`config.mk`:
```
export PLATFORM = sky130hd
export DESIGN_NAME = tick_timer
export DESIGN_NICKNAME = d
export VERILOG_FILES = /design/src/rtl/tick_timer_pkg.sv /design/src/rtl/tick_gap_monitor.sv /design/src/rtl/tick_timer.sv
export SDC_FILE = /design/constraint.sdc
export NUM_CORES = 1
export LEC_CHECK = 0
export ABC_CLOCK_PERIOD_IN_PS = 3200
export CAP_MARGIN = 5
export CELL_PAD_IN_SITES_DETAIL_PLACEMENT = 1
export CELL_PAD_IN_SITES_GLOBAL_PLACEMENT = 1
export CORE_MARGIN = 2
export CORE_UTILIZATION = 52
export DETAILED_ROUTE_END_ITERATION = 10
export DONT_BUFFER_PORTS = 1
export PLACE_DENSITY = 0.86
export SYNTH_ARGS = -nofsm -noshare
export SYNTH_HDL_FRONTEND = slang
export SYNTH_SLANG_ARGS = --single-unit
```
`constraint.sdc`:
```
create_clock -name clk -period 3.2 [get_ports clk]
set_input_delay 0.64 -clock clk [delete_from_list [all_inputs] [get_ports clk]]
set_output_delay 0.64 -clock clk [all_outputs]
set_load 0.005 [all_outputs]
```
`src/rtl/tick_timer_pkg.sv`:
```
// Shared definitions for the tick_timer block.
// Holds the timer state encoding and the timebase select encodings used to
// index the TICK_EN bus (bit 0 = 1 us, bit 1 = 10 us, bit 2 = 1 ms, bit 3 = 1 s).
package tick_timer_pkg;

    // Timer FSM states. A prefix keeps them distinct from the EXPIRED port.
    typedef enum logic [1:0] {
        ST_IDLE    = 2'd0,
        ST_RUN     = 2'd1,
        ST_EXPIRED = 2'd2,
        ST_ERR     = 2'd3
    } state_t;

    // Timebase select encodings (index into TICK_EN).
    localparam logic [1:0] TB_1US  = 2'd0;
    localparam logic [1:0] TB_10US = 2'd1;
    localparam logic [1:0] TB_1MS  = 2'd2;
    localparam logic [1:0] TB_1S   = 2'd3;

endpackage

```
`src/rtl/tick_gap_monitor.sv`:
```
// Tick-gap supervisor for the selected timebase.
// Counts clk cycles since the last accepted tick (or since the counter was
// cleared) and flags when a further tick-less cycle would exceed the
// allowed gap for the selected timebase.
// Ports:
//   clk, nrst : clock, asynchronous active-low reset
//   clr       : clear the gap counter (timer start/stop)
//   run       : timer is counting; the counter only advances while high
//   tick      : selected tick enable for this cycle
//   sel       : latched timebase select, picks the gap limit
//   gap_err   : combinational, high when this tick-less cycle hits the limit
module tick_gap_monitor
    import tick_timer_pkg::*;
#(
    parameter int                  GapWidth  = 22,
    parameter logic [GapWidth-1:0] GapLimit0 = 22'd4,
    parameter logic [GapWidth-1:0] GapLimit1 = 22'd40,
    parameter logic [GapWidth-1:0] GapLimit2 = 22'd4000,
    parameter logic [GapWidth-1:0] GapLimit3 = 22'd4000000
) (
    input  logic       clk,
    input  logic       nrst,
    input  logic       clr,
    input  logic       run,
    input  logic       tick,
    input  logic [1:0] sel,
    output logic       gap_err
);

    localparam logic [GapWidth-1:0] GAP_ONE = GapWidth'(1);
    localparam logic [GapWidth-1:0] GAP_MAX = {GapWidth{1'b1}};

    logic [GapWidth-1:0] gap_cnt_r;
    logic [GapWidth-1:0] limit_s;

    // Select the allowed gap for the latched timebase.
    always_comb begin
        limit_s = GapLimit3;
        case (sel)
            TB_1US:  limit_s = GapLimit0;
            TB_10US: limit_s = GapLimit1;
            TB_1MS:  limit_s = GapLimit2;
            TB_1S:   limit_s = GapLimit3;
            default: limit_s = GapLimit3;
        endcase
    end

    // The counter holds limit-1 on the cycle the error is raised, so the
    // error fires on the limit-th consecutive tick-less cycle.
    assign gap_err = run && !tick && (gap_cnt_r == (limit_s - GAP_ONE));

    // Gap counter: cleared by clr or a tick, saturating increment otherwise.
    always_ff @(posedge clk or negedge nrst) begin
        if (!nrst) begin
            gap_cnt_r <= '0;
        end else if (clr) begin
            gap_cnt_r <= '0;
        end else if (run) begin
            if (tick) begin
                gap_cnt_r <= '0;
            end else if (gap_cnt_r != GAP_MAX) begin
                gap_cnt_r <= gap_cnt_r + GAP_ONE;
            end else begin
                gap_cnt_r <= gap_cnt_r;
            end
        end else begin
            gap_cnt_r <= '0;
        end
    end

endmodule

```
`src/rtl/tick_timer.sv`:
```
// Programmable down-counting timer driven by periodic tick enables.
// A START latches the timebase select and the delay, then each selected
// tick decrements the remaining count until it expires. A stalled
// timebase (no tick within the allowed gap) moves the timer to an error
// state that holds the remaining count for debug.
// Ports:
//   clk, nrst  : 2 MHz clock, asynchronous active-low reset
//   TICK_EN    : one-clk tick enables [0]=1us [1]=10us [2]=1ms [3]=1s
//   TB_SEL     : timebase select, latched on START
//   LOAD_VAL   : delay in ticks, latched on START
//   START/STOP : one-clk start/restart and abort requests (STOP wins)
//   BUSY       : high while running
//   DONE       : one-clk pulse on expiry
//   EXPIRED    : level, high after expiry until next START/STOP
//   TICK_ERR   : level, high after a tick stall until next START/STOP
//   CNT_REMAIN : remaining ticks
module tick_timer
    import tick_timer_pkg::*;
#(
    parameter int                  CntWidth  = 16,
    parameter int                  GapWidth  = 22,
    parameter logic [GapWidth-1:0] GapLimit0 = 22'd4,
    parameter logic [GapWidth-1:0] GapLimit1 = 22'd40,
    parameter logic [GapWidth-1:0] GapLimit2 = 22'd4000,
    parameter logic [GapWidth-1:0] GapLimit3 = 22'd4000000
) (
    input  logic                clk,
    input  logic                nrst,
    input  logic [3:0]          TICK_EN,
    input  logic [1:0]          TB_SEL,
    input  logic [CntWidth-1:0] LOAD_VAL,
    input  logic                START,
    input  logic                STOP,
    output logic                BUSY,
    output logic                DONE,
    output logic                EXPIRED,
    output logic                TICK_ERR,
    output logic [CntWidth-1:0] CNT_REMAIN
);

    localparam logic [CntWidth-1:0] CNT_ONE = CntWidth'(1);

    state_t     state_r;
    logic [1:0] tb_sel_r;
    logic       tick_sel_s;
    logic       gap_err_s;
    logic       gap_clr_s;
    logic       run_s;

    assign tick_sel_s = TICK_EN[tb_sel_r];
    assign run_s      = (state_r == ST_RUN);
    assign gap_clr_s  = START || STOP;

    tick_gap_monitor #(
        .GapWidth  (GapWidth),
        .GapLimit0 (GapLimit0),
        .GapLimit1 (GapLimit1),
        .GapLimit2 (GapLimit2),
        .GapLimit3 (GapLimit3)
    ) u_gap_mon (
        .clk     (clk),
        .nrst    (nrst),
        .clr     (gap_clr_s),
        .run     (run_s),
        .tick    (tick_sel_s),
        .sel     (tb_sel_r),
        .gap_err (gap_err_s)
    );

    // Timer FSM with the remaining-tick counter and registered outputs.
    always_ff @(posedge clk or negedge nrst) begin
        if (!nrst) begin
            state_r    <= ST_IDLE;
            tb_sel_r   <= TB_1US;
            BUSY       <= 1'b0;
            DONE       <= 1'b0;
            EXPIRED    <= 1'b0;
            TICK_ERR   <= 1'b0;
            CNT_REMAIN <= '0;
        end else begin
            DONE <= 1'b0;
            if (STOP) begin
                state_r    <= ST_IDLE;
                BUSY       <= 1'b0;
                EXPIRED    <= 1'b0;
                TICK_ERR   <= 1'b0;
                CNT_REMAIN <= '0;
            end else if (START) begin
                // Any tick in this cycle is ignored; counting starts next cycle.
                tb_sel_r   <= TB_SEL;
                CNT_REMAIN <= LOAD_VAL;
                TICK_ERR   <= 1'b0;
                if (LOAD_VAL == '0) begin
                    state_r <= ST_EXPIRED;
                    BUSY    <= 1'b0;
                    EXPIRED <= 1'b1;
                    DONE    <= 1'b1;
                end else begin
                    state_r <= ST_RUN;
                    BUSY    <= 1'b1;
                    EXPIRED <= 1'b0;
                end
            end else begin
                case (state_r)
                    ST_RUN: begin
                        if (tick_sel_s) begin
                            if (CNT_REMAIN != '0) begin
                                CNT_REMAIN <= CNT_REMAIN - CNT_ONE;
                            end else begin
                                CNT_REMAIN <= CNT_REMAIN;
                            end
                            if (CNT_REMAIN <= CNT_ONE) begin
                                state_r <= ST_EXPIRED;
                                BUSY    <= 1'b0;
                                EXPIRED <= 1'b1;
                                DONE    <= 1'b1;
                            end else begin
                                state_r <= ST_RUN;
                            end
                        end else if (gap_err_s) begin
                            // CNT_REMAIN is frozen for debug.
                            state_r  <= ST_ERR;
                            BUSY     <= 1'b0;
                            TICK_ERR <= 1'b1;
                        end else begin
                            state_r <= ST_RUN;
                        end
                    end
                    ST_IDLE, ST_EXPIRED, ST_ERR: begin
                        state_r <= state_r;
                    end
                    default: begin
                        state_r <= ST_IDLE;
                        BUSY    <= 1'b0;
                    end
                endcase
            end
        end
    end

endmodule

```
==> summary.md <==
| Metric | Value |
|---|---|
| Outcome | `finished, final reports clean` |
| Drt drc | `0` |
| Async SR Flop Fraction | `100%` |
| # hold bufs at CTS | `0` |
| # rows | `26` |
| Post-synth EDFFs | `0` |
| DRT iter0 DRCs | `78` |
| Synth unique cells | `57` |
| Logic pwr share | `14.5%` |
| Sw frac | `28.9%` |
| Cell with the most instances after synthesis | `dfrtp_1` |
| Placer Congestion | `0.859` |
| Xor-xnor portion of the synthesized cell area | `3.75%` |
| Leakage power | `1.19 nW` |
| IO Port Bufs | `0` |
| Avg Vias per Cell | `6.52` |
| CTS H-tree lvls | `2` |
| Vias in the first global route | `2519` |
| Hpwl dp | `5.51 mm` |
| Synth top cells by count | `46 x dfrtp_1, 31 x nor2_1, 30 x nand2_1` |
| Nets | `338` |
| Clock Skews | `0.00803 ns` |
| Max-cap viol count | `0` |
| Setup Viol. Count Final | `0` |
| Fin. Hold Viols | `0` |
| Wire per inst | `19.9 microns` |
| # clock sinks | `46` |
| Mux cell area share after synthesis | `2.32%` |
| Post-route minimum period | `2.58 ns` |
| Crit-path max FO | `8` |
| Initial Util | `54.2%` |
| Worst EP required | `3.38 ns` |
| Largest family of logic cells by synthesized area | `simple AND/OR/NAND/NOR gates` |
| DR vias | `2465` |
| Crit share post-route | `80.6%` |
| First-pass GRT wire length | `12.3 mm` |
| Synth top area share | `41.0%` |
| DIE AREA | `6000 sq um` |
| Yosys reg bits | `46` |
| Clock power frac | `30.0%` |
| Post-synth top area cell | `dfrtp_1` |
| Worst R2R Path Depth | `5` |
| Peak Freq | `0.388 GHz` |
| GRT overflow | `0` |
| Synth warnings | `0` |
| Compound-Gate Fraction of Synth Area | `22.3%` |
| Layout cells sized above 1 | `7.79%` |
| Postcts setup bufs | `0` |
| Top FF cell, synth | `dfrtp_1` |
| R2R Path End | `CNT_REMAIN[14]` |
| TritonCTS clock tree | `built` |
| CP Class | `register to register` |
| Die X | `77.4 microns` |
| Switching pwr | `335 uW` |
| Met3 WL | `311 microns` |
| Syn Inst Count | `315` |
| CP Data Arrival Time | `2.76 ns` |
| CTS resizes | `0` |
| Core ar. | `5170 sq um` |
| Internal power | `823 uW` |
| Routed Antenna Nets | `0` |
| First-pass iteration count of the detailed router | `4` |
| Max-slew violation count | `0` |
| Peak supply drop | `211 uV` |
| Flop2flop setup slack | `0.62 ns` |
| Largest net degree at the start of global routing | `47` |
| ANT cells | `0` |
| Worst setup SP type | `register` |
| Avg Cell Area, Syn | `8.91 sq um` |
| Die H | `77.4 microns` |
| Adder-cell share of the synthesized area | `1.78%` |
| RSZ-0062 raised after global routing | `no` |
| Syn Nets | `345` |
| Total power | `1.16 mW` |
| Reg clk slew, reported paths | `0.08 ns` |
| Drt total wl | `7.51 mm` |
| Tot GR Track Use | `26.0%` |
| Syn-to-layout area delta | `4.15%` |
| Antenna violations before repair | `0` |
| Post-Synth Simple-Gate Area | `24.0%` |
| Flop pwr share | `55.5%` |
| PwrDens | `396 nW/um^2` |
| R2r startpoint | `CNT_REMAIN[6]` |
| Syn Std Cell Area | `2810 sq um` |
| Slew @ Worst Pin | `0.923 ns` |
| Worst-skew pair later-pin latency | `0.30 ns` |
| Wl on met1 | `3.06 mm` |
| Worst Setup End Kind | `register` |
| Total negative setup slack | `0 ns` |
| Worst hold path class | `input port to asynchronous set/reset pin` |
| Root buf cell | `clkbuf_8` |
| Met2 routed WL | `4.02 mm` |
| Sequential fraction of the synthesis area | `41.0%` |
| CTS Buf Count | `5` |
| Worst-case clock buffer depth | `2` |
| Area contributors post-synth | `dfrtp_1 41%, nor2_1 4.1%, nand2_1 4.0%` |
| Fillers | `603` |
| Slew margin rel. | `37.9%` |
| I/O pin cnt | `46` |
| Max layer used | `met4` |
## power groups by stage
stage / Sequential [mW] / Combinational, mW / Clock (mW)
2_1_floorplan: 0.637 / 0.147 / 0
3_3_place_gp: 0.653 / 0.162 / 0
3_5_place_dp: 0.654 / 0.166 / 0
4_1_cts: 0.643 / 0.168 / 0.356
5_1_grt: 0.647 / 0.187 / 0.373
6_report: 0.642 / 0.168 / 0.347
## cell usage in the layout, fill, tap and decap left out, types with 3 or more instances in the layout
cell      instances
dfrtp_1          46
nor2_1           31
nand2_1          30
inv_1            15
a21oi_1          15
nor3_1           11
a31oi_1          10
nand3_1          10
a211oi_1          9
xnor2_1           9
nor4_1            8
a22oi_1           7
o22ai_1           7
nand4_1           6
a21o_1            6
and3_1            6
o21a_1            5
a41o_1            5
o21ai_0           5
clkbuf_8          5
nor2b_1           4
ha_1              4
buf_4             4
or4_1             3
nand2b_1          3
xor2_1            3
## cell families (layout without fill, tap and decap cells)
group	count (synthesis)	in the layout
and+or+nand+nor	129	129
AOI/OAI and AO/OA	86	86
DFF	46	46
buffers and inverters	33	26
xor gates and xnor gates	12	12
muxes	5	5
adders and majority gates	4	4
## per-layer routing
layer	up-vias	track usage (%)
met2	59	47.8
met5	-	0
met4	0	8.93
met3	11	6.05
li1	1146	-
met1	1249	29.4
## registers in the layout, summed over array words and instances (netlist names)
name / flops
u_gap_mon.gap_cnt_r: 22
CNT_REMAIN: 16
state_r: 2
tb_sel_r: 2
BUSY: 1
DONE: 1
EXPIRED: 1
TICK_ERR: 1
## how the worst max path moves through the flow
stage                                 startpoint  depth (start not counted)                       to  slack [ns]
after global placement             CNT_REMAIN[6]                          5           CNT_REMAIN[12]        0.76
after detailed placement           CNT_REMAIN[6]                          5           CNT_REMAIN[14]        0.68
after global routing               CNT_REMAIN[6]                          5           CNT_REMAIN[14]        0.46
final                              CNT_REMAIN[6]                          5           CNT_REMAIN[14]        0.62
after floorplan           u_gap_mon.gap_cnt_r[0]                          8  u_gap_mon.gap_cnt_r[19]        1.06
after CTS                          CNT_REMAIN[6]                          5           CNT_REMAIN[14]        0.66
## critical path, stage by stage (launching register included)
cell      delay [ns]
dfrtp_1         0.43
nor4_1          0.82
and4bb_1        0.54
a21oi_4         0.16
nor2_2          0.35
o22ai_1         0.16
## per-stage QoR
step	area (sq um)	instances	util [%]	setup WS, ns	hold WS [ns]
6_report	2920	378	56.5	0.621	0.0195
5_1_grt	2920	378	56.5	0.462	0.00262
4_1_cts	2920	378	56.5	0.657	0.00992
3_5_place_dp	2850	371	55.0	0.675	0.345
3_3_place_gp	2850	371	55.0	0.764	0.345
2_1_floorplan	2810	315	-	1.06	0.344
## layout make-up
cell class	instances	area, sq um	area share, %
well taps	70	87.6	3.00
flip-flops and latches	46	1150	39.4
repair buffers	4	30.0	1.03
inverters	15	56.3	1.93
multi-input cells	236	1520	52.0
clock buffers	7	76.3	2.61
(Power assumes the default switching activity.)
